==> config.mk <==
export PLATFORM = sky130hd
export DESIGN_NAME = systolic_seq_ctrl
export DESIGN_NICKNAME = d
export VERILOG_FILES = /design/src/rtl/tpu_pkg.sv /design/src/rtl/skew_line.sv /design/src/rtl/systolic_seq_ctrl.sv
export SDC_FILE = /design/constraint.sdc
export NUM_CORES = 1
export LEC_CHECK = 0
export ABC_AREA = 1
export BUFFER_PORTS_ARGS = -buffer_cell sky130_fd_sc_hd__buf_2
export CAP_MARGIN = 20
export CORE_MARGIN = 1
export CORE_UTILIZATION = 40
export CTS_BUF_LIST = sky130_fd_sc_hd__clkbuf_16
export DETAILED_ROUTE_END_ITERATION = 6
export HOLD_SLACK_MARGIN = 0.15
export PLACE_DENSITY = 0.63
export SLEW_MARGIN = 0
export SYNTH_ARGS = -nofsm -noshare
export SYNTH_HDL_FRONTEND = slang
export SYNTH_SLANG_ARGS = --single-unit
==> constraint.sdc <==
create_clock -name clk -period 2.7 [get_ports clk]
set_input_delay 0.405 -clock clk [delete_from_list [all_inputs] [get_ports clk]]
set_output_delay 0.405 -clock clk [all_outputs]
set_load 0.01 [all_outputs]
==> src/rtl/tpu_pkg.sv <==
// Shared sizes, lane type and sequencer states for the systolic array controller.
package tpu_pkg;
  localparam int SIZE   = 4;
  localparam int DATA_W = 8;
  localparam int K_W    = 8;

  localparam int SZ_W  = $clog2(SIZE + 1);
  localparam int ROW_W = (SIZE > 1) ? $clog2(SIZE) : 1;
  // Phase counter must hold both the K loop and the skew/drain lengths.
  localparam int CNT_W = (K_W > $clog2(2 * SIZE + 1)) ? K_W : $clog2(2 * SIZE + 1);

  typedef logic [DATA_W-1:0] lane_t;

  typedef enum logic [2:0] {
    IDLE  = 3'd0,
    CLEAR = 3'd1,
    FEED  = 3'd2,
    SKEW  = 3'd3,
    DRAIN = 3'd4,
    DONE  = 3'd5
  } seq_state_t;

  function automatic int skew_len(input int i);
    return i;
  endfunction
endpackage

==> src/rtl/skew_line.sv <==
// DEPTH-stage delay line with asynchronous active-low clear; DEPTH = 0 is a wire.
module skew_line #(
  parameter int DEPTH  = 1,
  parameter int DATA_W = 8
) (
  input  logic              clk,
  input  logic              reset_n,
  input  logic [DATA_W-1:0] din,
  output logic [DATA_W-1:0] dout
);
  generate
    if (DEPTH == 0) begin : g_pass
      logic unused_clk_rst;
      assign unused_clk_rst = clk ^ reset_n;
      assign dout = din;
    end else begin : g_shift
      logic [DATA_W-1:0] stage [DEPTH];

      always_ff @(posedge clk or negedge reset_n) begin
        if (!reset_n) begin
          for (int s = 0; s < DEPTH; s++) stage[s] <= '0;
        end else begin
          stage[0] <= din;
          for (int s = 1; s < DEPTH; s++) stage[s] <= stage[s-1];
        end
      end

      assign dout = stage[DEPTH-1];
    end
  endgenerate
endmodule

==> src/rtl/systolic_seq_ctrl.sv <==
// Job sequencer for the SIZE x SIZE systolic array: operand fetch, lane skewing,
// accumulator control and bottom-up result row drain.
module systolic_seq_ctrl
  import tpu_pkg::*;
(
  input  logic                   clk,
  input  logic                   reset_n,
  input  logic                   start,
  input  logic [SZ_W-1:0]        size_m,
  input  logic [SZ_W-1:0]        size_n,
  input  logic [K_W-1:0]         size_k,
  output logic                   busy,
  output logic                   done,
  output logic                   err,
  output logic                   op_rd_en,
  output logic [K_W-1:0]         op_rd_idx,
  input  logic [SIZE*DATA_W-1:0] a_rd_data,
  input  logic [SIZE*DATA_W-1:0] b_rd_data,
  output logic                   arr_reset,
  output logic                   arr_through,
  output logic [SIZE*DATA_W-1:0] left_in,
  output logic [SIZE*DATA_W-1:0] top_in,
  input  logic [SIZE*DATA_W-1:0] down_out,
  output logic                   res_valid,
  output logic [ROW_W-1:0]       res_row,
  output logic [SIZE*DATA_W-1:0] res_data,
  output logic [2:0]             dbg_state
);
  // Handshake: start is sampled only in IDLE; a good request moves to CLEAR on
  // that edge, a bad one pulses err for one cycle. done pulses for one cycle in
  // DONE, and busy covers CLEAR..DRAIN. There is no backpressure on res_valid.

  seq_state_t       state, state_next;
  logic [CNT_W-1:0] cnt, cnt_next;
  logic [SZ_W-1:0]  m_q, n_q;
  logic [K_W-1:0]   k_q;
  logic             err_next, load, bad_size;
  logic             rd_en_d;
  lane_t            cap_a [SIZE];
  lane_t            cap_b [SIZE];
  logic             drain_out;
  logic [CNT_W-1:0] drain_row;

  assign bad_size = (size_m == '0) || (size_n == '0) || (size_k == '0) ||
                    (size_m > SZ_W'(SIZE)) || (size_n > SZ_W'(SIZE));

  always_ff @(posedge clk or negedge reset_n) begin
    if (!reset_n) begin
      state <= IDLE;
      cnt   <= '0;
      err   <= 1'b0;
      m_q   <= '0;
      n_q   <= '0;
      k_q   <= '0;
    end else begin
      state <= state_next;
      cnt   <= cnt_next;
      err   <= err_next;
      if (load) begin
        m_q <= size_m;
        n_q <= size_n;
        k_q <= size_k;
      end
    end
  end

  always_comb begin
    state_next = state;
    cnt_next   = cnt;
    err_next   = 1'b0;
    load       = 1'b0;
    case (state)
      IDLE: begin
        cnt_next = '0;
        if (start) begin
          if (bad_size) begin
            err_next = 1'b1;
          end else begin
            load       = 1'b1;
            state_next = CLEAR;
          end
        end
      end
      CLEAR: begin
        cnt_next   = '0;
        state_next = FEED;
      end
      FEED: begin
        if (cnt == CNT_W'(k_q) - CNT_W'(1)) begin
          cnt_next   = '0;
          state_next = SKEW;
        end else begin
          cnt_next = cnt + CNT_W'(1);
        end
      end
      SKEW: begin
        if (cnt == CNT_W'(2 * SIZE - 2)) begin
          cnt_next   = '0;
          state_next = DRAIN;
        end else begin
          cnt_next = cnt + CNT_W'(1);
        end
      end
      DRAIN: begin
        if (cnt == CNT_W'(SIZE)) begin
          cnt_next   = '0;
          state_next = DONE;
        end else begin
          cnt_next = cnt + CNT_W'(1);
        end
      end
      DONE: begin
        cnt_next   = '0;
        state_next = IDLE;
      end
      default: begin
        cnt_next   = '0;
        state_next = IDLE;
      end
    endcase
  end

  // Drain cycle 0 is spent by the array switching to shift-out; rows follow.
  assign drain_out = (state == DRAIN) && (cnt != '0);
  assign drain_row = CNT_W'(SIZE) - cnt;

  always_comb begin
    busy        = (state == CLEAR) || (state == FEED) || (state == SKEW) || (state == DRAIN);
    done        = (state == DONE);
    op_rd_en    = (state == FEED);
    op_rd_idx   = op_rd_en ? cnt[K_W-1:0] : '0;
    arr_reset   = (state == IDLE) || (state == CLEAR) || (state == DONE);
    arr_through = (state == DRAIN);
    res_valid   = drain_out && (drain_row < CNT_W'(m_q));
    res_row     = drain_out ? drain_row[ROW_W-1:0] : '0;
    res_data    = '0;
    for (int j = 0; j < SIZE; j++) begin
      if (drain_out && (j < int'(n_q))) res_data[j*DATA_W +: DATA_W] = down_out[j*DATA_W +: DATA_W];
    end
  end

  assign dbg_state = state;

  // Capture the cache return one cycle after the request; unused lanes and
  // cycles without a request load zero so idle slots never carry stale data.
  always_ff @(posedge clk or negedge reset_n) begin
    if (!reset_n) begin
      rd_en_d <= 1'b0;
      for (int i = 0; i < SIZE; i++) begin
        cap_a[i] <= '0;
        cap_b[i] <= '0;
      end
    end else begin
      rd_en_d <= op_rd_en;
      for (int i = 0; i < SIZE; i++) begin
        cap_a[i] <= (rd_en_d && (i < int'(m_q))) ? a_rd_data[i*DATA_W +: DATA_W] : '0;
        cap_b[i] <= (rd_en_d && (i < int'(n_q))) ? b_rd_data[i*DATA_W +: DATA_W] : '0;
      end
    end
  end

  for (genvar i = 0; i < SIZE; i++) begin : g_lane
    skew_line #(.DEPTH(skew_len(i)), .DATA_W(DATA_W)) u_left (
      .clk     (clk),
      .reset_n (reset_n),
      .din     (cap_a[i]),
      .dout    (left_in[i*DATA_W +: DATA_W])
    );
    skew_line #(.DEPTH(skew_len(i)), .DATA_W(DATA_W)) u_top (
      .clk     (clk),
      .reset_n (reset_n),
      .din     (cap_b[i]),
      .dout    (top_in[i*DATA_W +: DATA_W])
    );
  end
endmodule

==> flow_metrics.env <==
export IMPL_yosys_top_cells_area="dfrtp_1 (67%), inv_1 (7.8%), nor2_1 (7.4%), buf_4 (5.3%), nand2_1 (3.3%)"
export IMPL_gp_congestion=0.867
export IMPL_max_stage_delay_ns=0.40
export IMPL_ys_flop_type="dfrtp_1"
export IMPL_die_width_um=135
export IMPL_worstSetupStartpointType="flop"
export IMPL_overflow=0
export IMPL_num_rows=48
export IMPL_syn_to_final_growth_pct=24.9
export IMPL_die_y_um=135
export IMPL_maxCapViolCount=0
export IMPL_cp_arrival_ns=2.16
export IMPL_post_route_util_pct=50.9
export IMPL_regArea_mm2=0.00468
export IMPL_max_freq_mhz=389
export IMPL_route_detailed_wl_per_inst_um=12.7
export IMPL_antenna_found_initial=0
export IMPL_vdd_drop_max_mv=0.432
export IMPL_drtIter0Drc=189
export IMPL_grt_max_degree=70
export IMPL_run_status="finished, final reports clean"
export IMPL_htree_levels=4
export IMPL_route_detailed_drc=0
export IMPL_clk_pin_slew_ns=0.07
export IMPL_critPathTopFamily="adder cells"
export IMPL_synth_top_cell_by_area="dfrtp_1"
export IMPL_grt_pass1_wl_um=22800
export IMPL_path_class="reg -> out"
export IMPL_clk_root_buffer_cell="clkbuf_16"
export IMPL_cts_tree="yes"
export IMPL_synth_cell_types=28
export IMPL_p_int_mw=5.30
export IMPL_cts_sinks=187
export IMPL_wl_um=14400
export IMPL_n_fill_cell=1603
export IMPL_path_cells="inv_2 > ha_4 > ha_4 > a21boi_1 > o21ai_1 > o21ai_1 > nor3_2 > nand4_1 > nor2_1 > buf_2"
export IMPL_gr_usage_all_layers_pct=16.7
export IMPL_synth_edf_count=0
export IMPL_avgSynthCellArea_um2=10.2
export IMPL_synth_seq_cells=187
export IMPL_hp_class="in -> reg"
export IMPL_timing_critical_path_buf_inv=2
export IMPL_relSlewSlack_pct=53.6
export IMPL_synth_most_common_cell="dfrtp_1"
export IMPL_layout_setup_ws_ns=0.132
export IMPL_dpl_cell_count=1095
export IMPL_syn_area_mm2=0.00703
export IMPL_placed_area_mm2=0.00811
export IMPL_num_vias=4807
export IMPL_port_buffers=228
export IMPL_fin_hold_ws_ns=0.182
export IMPL_syn_num_nets=811
export IMPL_multi_input_area_mm2=0.00141
export IMPL_fin_setup_tns_ns=0
export IMPL_final_area_mm2=0.00878
export IMPL_tightest_slew_ns=0.692
export IMPL_synth_top_area_share_pct=66.6
export IMPL_clock_path_buffers=2
export IMPL_core_area_mm2=0.0172
export IMPL_p_per_area_mw_per_mm2=898
export IMPL_leakagePower_nw=5.36
export IMPL_drt_pre_antenna_iters=4
export IMPL_num_antenna_cells=0
export IMPL_rsz0062_at_grt="yes"
export IMPL_async_flop_share_pct=100
export IMPL_switchingPower_mw=2.58
export IMPL_yosysSeqAreaShare_pct=66.6
export IMPL_pwr_share_comb_pct=23.7
export IMPL_postSynthCellCount=692
export IMPL_hpwl_um=10600
export IMPL_drv_slew=0
export IMPL_end_kind="output port"
export IMPL_slowest_stage="dfrtp_1"
export IMPL_pwr_share_seq_pct=46.2
export IMPL_finalCritPeriodShare_pct=95.1
export IMPL_finalHoldViolCount=0
export IMPL_setup_violations=0
export IMPL_grt_pass1_vias=4552
export IMPL_total_power_mw=7.88
export IMPL_io_pin_count=229
export IMPL_swShare_pct=32.7
export IMPL_finalCriticalPeriod_ns=2.57
export IMPL_drive_above_1_share_pct=31.8
export IMPL_stdcell_count=1133
export IMPL_fin_skew_ns=0.0134
export IMPL_vias_per_cell=4.24
export IMPL_synth_warnings=0
export IMPL_cts_made_buffers=17
export IMPL_required_ns=2.30
export IMPL_initial_core_util_pct=40.8
export IMPL_fin_nets=1014
export IMPL_die_area_mm2=0.0181
export IMPL_ant_nets=0
export IMPL_place_worst_setup_slack_ns=0.296
export IMPL_insertion_delay_ns=0.42
export IMPL_cp_max_fo=2
export IMPL_clkPwrFrac_pct=30.1
export IMPL_synthTopCellsByCount="dfrtp_1 (187), inv_1 (146), nor2_1 (138)"
[metal layers]
metal / share of wire, % / track usage, %
met2: 51 / 28.4
met5: 0 / 0
met4: 1.2 / 5.99
met1: 43 / 20.6
met3: 5.0 / 4.28
[power groups by stage]
stage / clock network (mW) / logic [mW] / registers, mW
CTS: 2.45 / 1.88 / 3.65
detailed placement: 0 / 1.77 / 3.71
floorplan: 0 / 1.25 / 3.67
global route: 2.56 / 2.14 / 3.71
global placement: 0 / 1.74 / 3.68
finish: 2.37 / 1.86 / 3.64
[worst reg2reg max path: stages (launching register included)]
cell and delay, ns:
dfrtp_1 0.40, inv_1 0.12, ha_1 0.32, inv_1 0.04
nand2_1 0.05, nand2_1 0.04, nor2_1 0.11, nand3_1 0.08
nor2_1 0.09, nand3_1 0.08, nand2_1 0.32, nand3_1 0.12
nand2_1 0.08, nand2_1 0.05
[worst paths after layout]
kind	from	to	slack, ns	cells past startpoint
setup / recovery	cnt[1]$_DFF_PN0_	res_valid	0.13	10
hold / removal	b_rd_data[17]	cap_b[9]$_DFF_PN0_	0.18	3
setup reg to reg	k_q[0]$_DFFE_PN0P_	dbg_state[1]$_DFFE_PN0P_	0.71	13
hold reg to reg	g_lane[3].u_left.g_shift.stage[14]$_DFF_PN0_	g_lane[3].u_left.dout[6]$_DFF_PN0_	0.34	0
max in group asynchronous	reset_n	cap_b[7]$_DFF_PN0_	1.40	3
min in group asynchronous	reset_n	cap_a[27]$_DFF_PN0_	0.54	2
[kinds of logic (layout without fill, tap and decap cells)]
| kind of cell | count (synthesis) | after routing | synth area share [%] |
|---|---|---|---|
| buffers and inverters | 208 | 424 | 13.9 |
| xor gates and xnor gates | 11 | 11 | 1.37 |
| AOI/OAI and AO/OA | 40 | 40 | 3.10 |
| adders and majority gates | 6 | 6 | 1.07 |
| DFF | 187 | 187 | 66.6 |
| and+or+nand+nor | 240 | 240 | 13.9 |
[cell type report]
type                            count  share of cell area (%)
Inverter                          154                    6.63
Tap cell                          225                    3.21
Sequential cell                   187                    53.3
Multi-Input combinational cell    297                    16.0
Clock inverter                     15                    1.70
Timing Repair Buffer              238                    14.3
Clock buffer                       17                    4.85
[timing repair]
item | CTS | global route
endpoints found under the setup margin | 1 | 19
endpoints found under the hold margin | 67 | 0
cloned | 0 | 0
setup buffers | 4 | 1
gates resized for setup | 6 | 5
pin swaps | 5 | 2
hold buffers | 1 | 0
[placed cells by master, fill, tap and decap left out, types with 2 or more instances in the layout]
master      instances
nor2_2              4
clkinvlp_4          2
nor3_2              2
buf_12              2
ha_1                4
nor3_1              5
nand2_1            62
buf_4               7
xnor2_1             2
o21ai_1             7
inv_1             146
nand3_1            19
ha_4                2
buf_2             227
clkbuf_16          17
inv_8               5
inv_6               2
o21ai_0            13
clkinv_4            3
a21oi_1            14
nor2_1            137
xor2_1              9
o31ai_1             2
nand4_1             8
inv_2               7
dfrtp_1           186
[registers in the layout, indices dropped and copies added, names as in the netlist]
| register | flops |
|---|---|
| cnt | 8 |
| g_lane.u_left.g_shift.stage | 24 |
| n_q | 3 |
| dbg_state | 3 |
| g_lane.u_left.dout | 24 |
| rd_en_d | 1 |
| g_lane.u_top.g_shift.stage | 24 |
| g_lane.u_top.dout | 24 |
| k_q | 8 |
| cap_b | 32 |
| err | 1 |
| cap_a | 32 |
| m_q | 3 |
No activity file was read; power rests on OpenSTA's default activity.
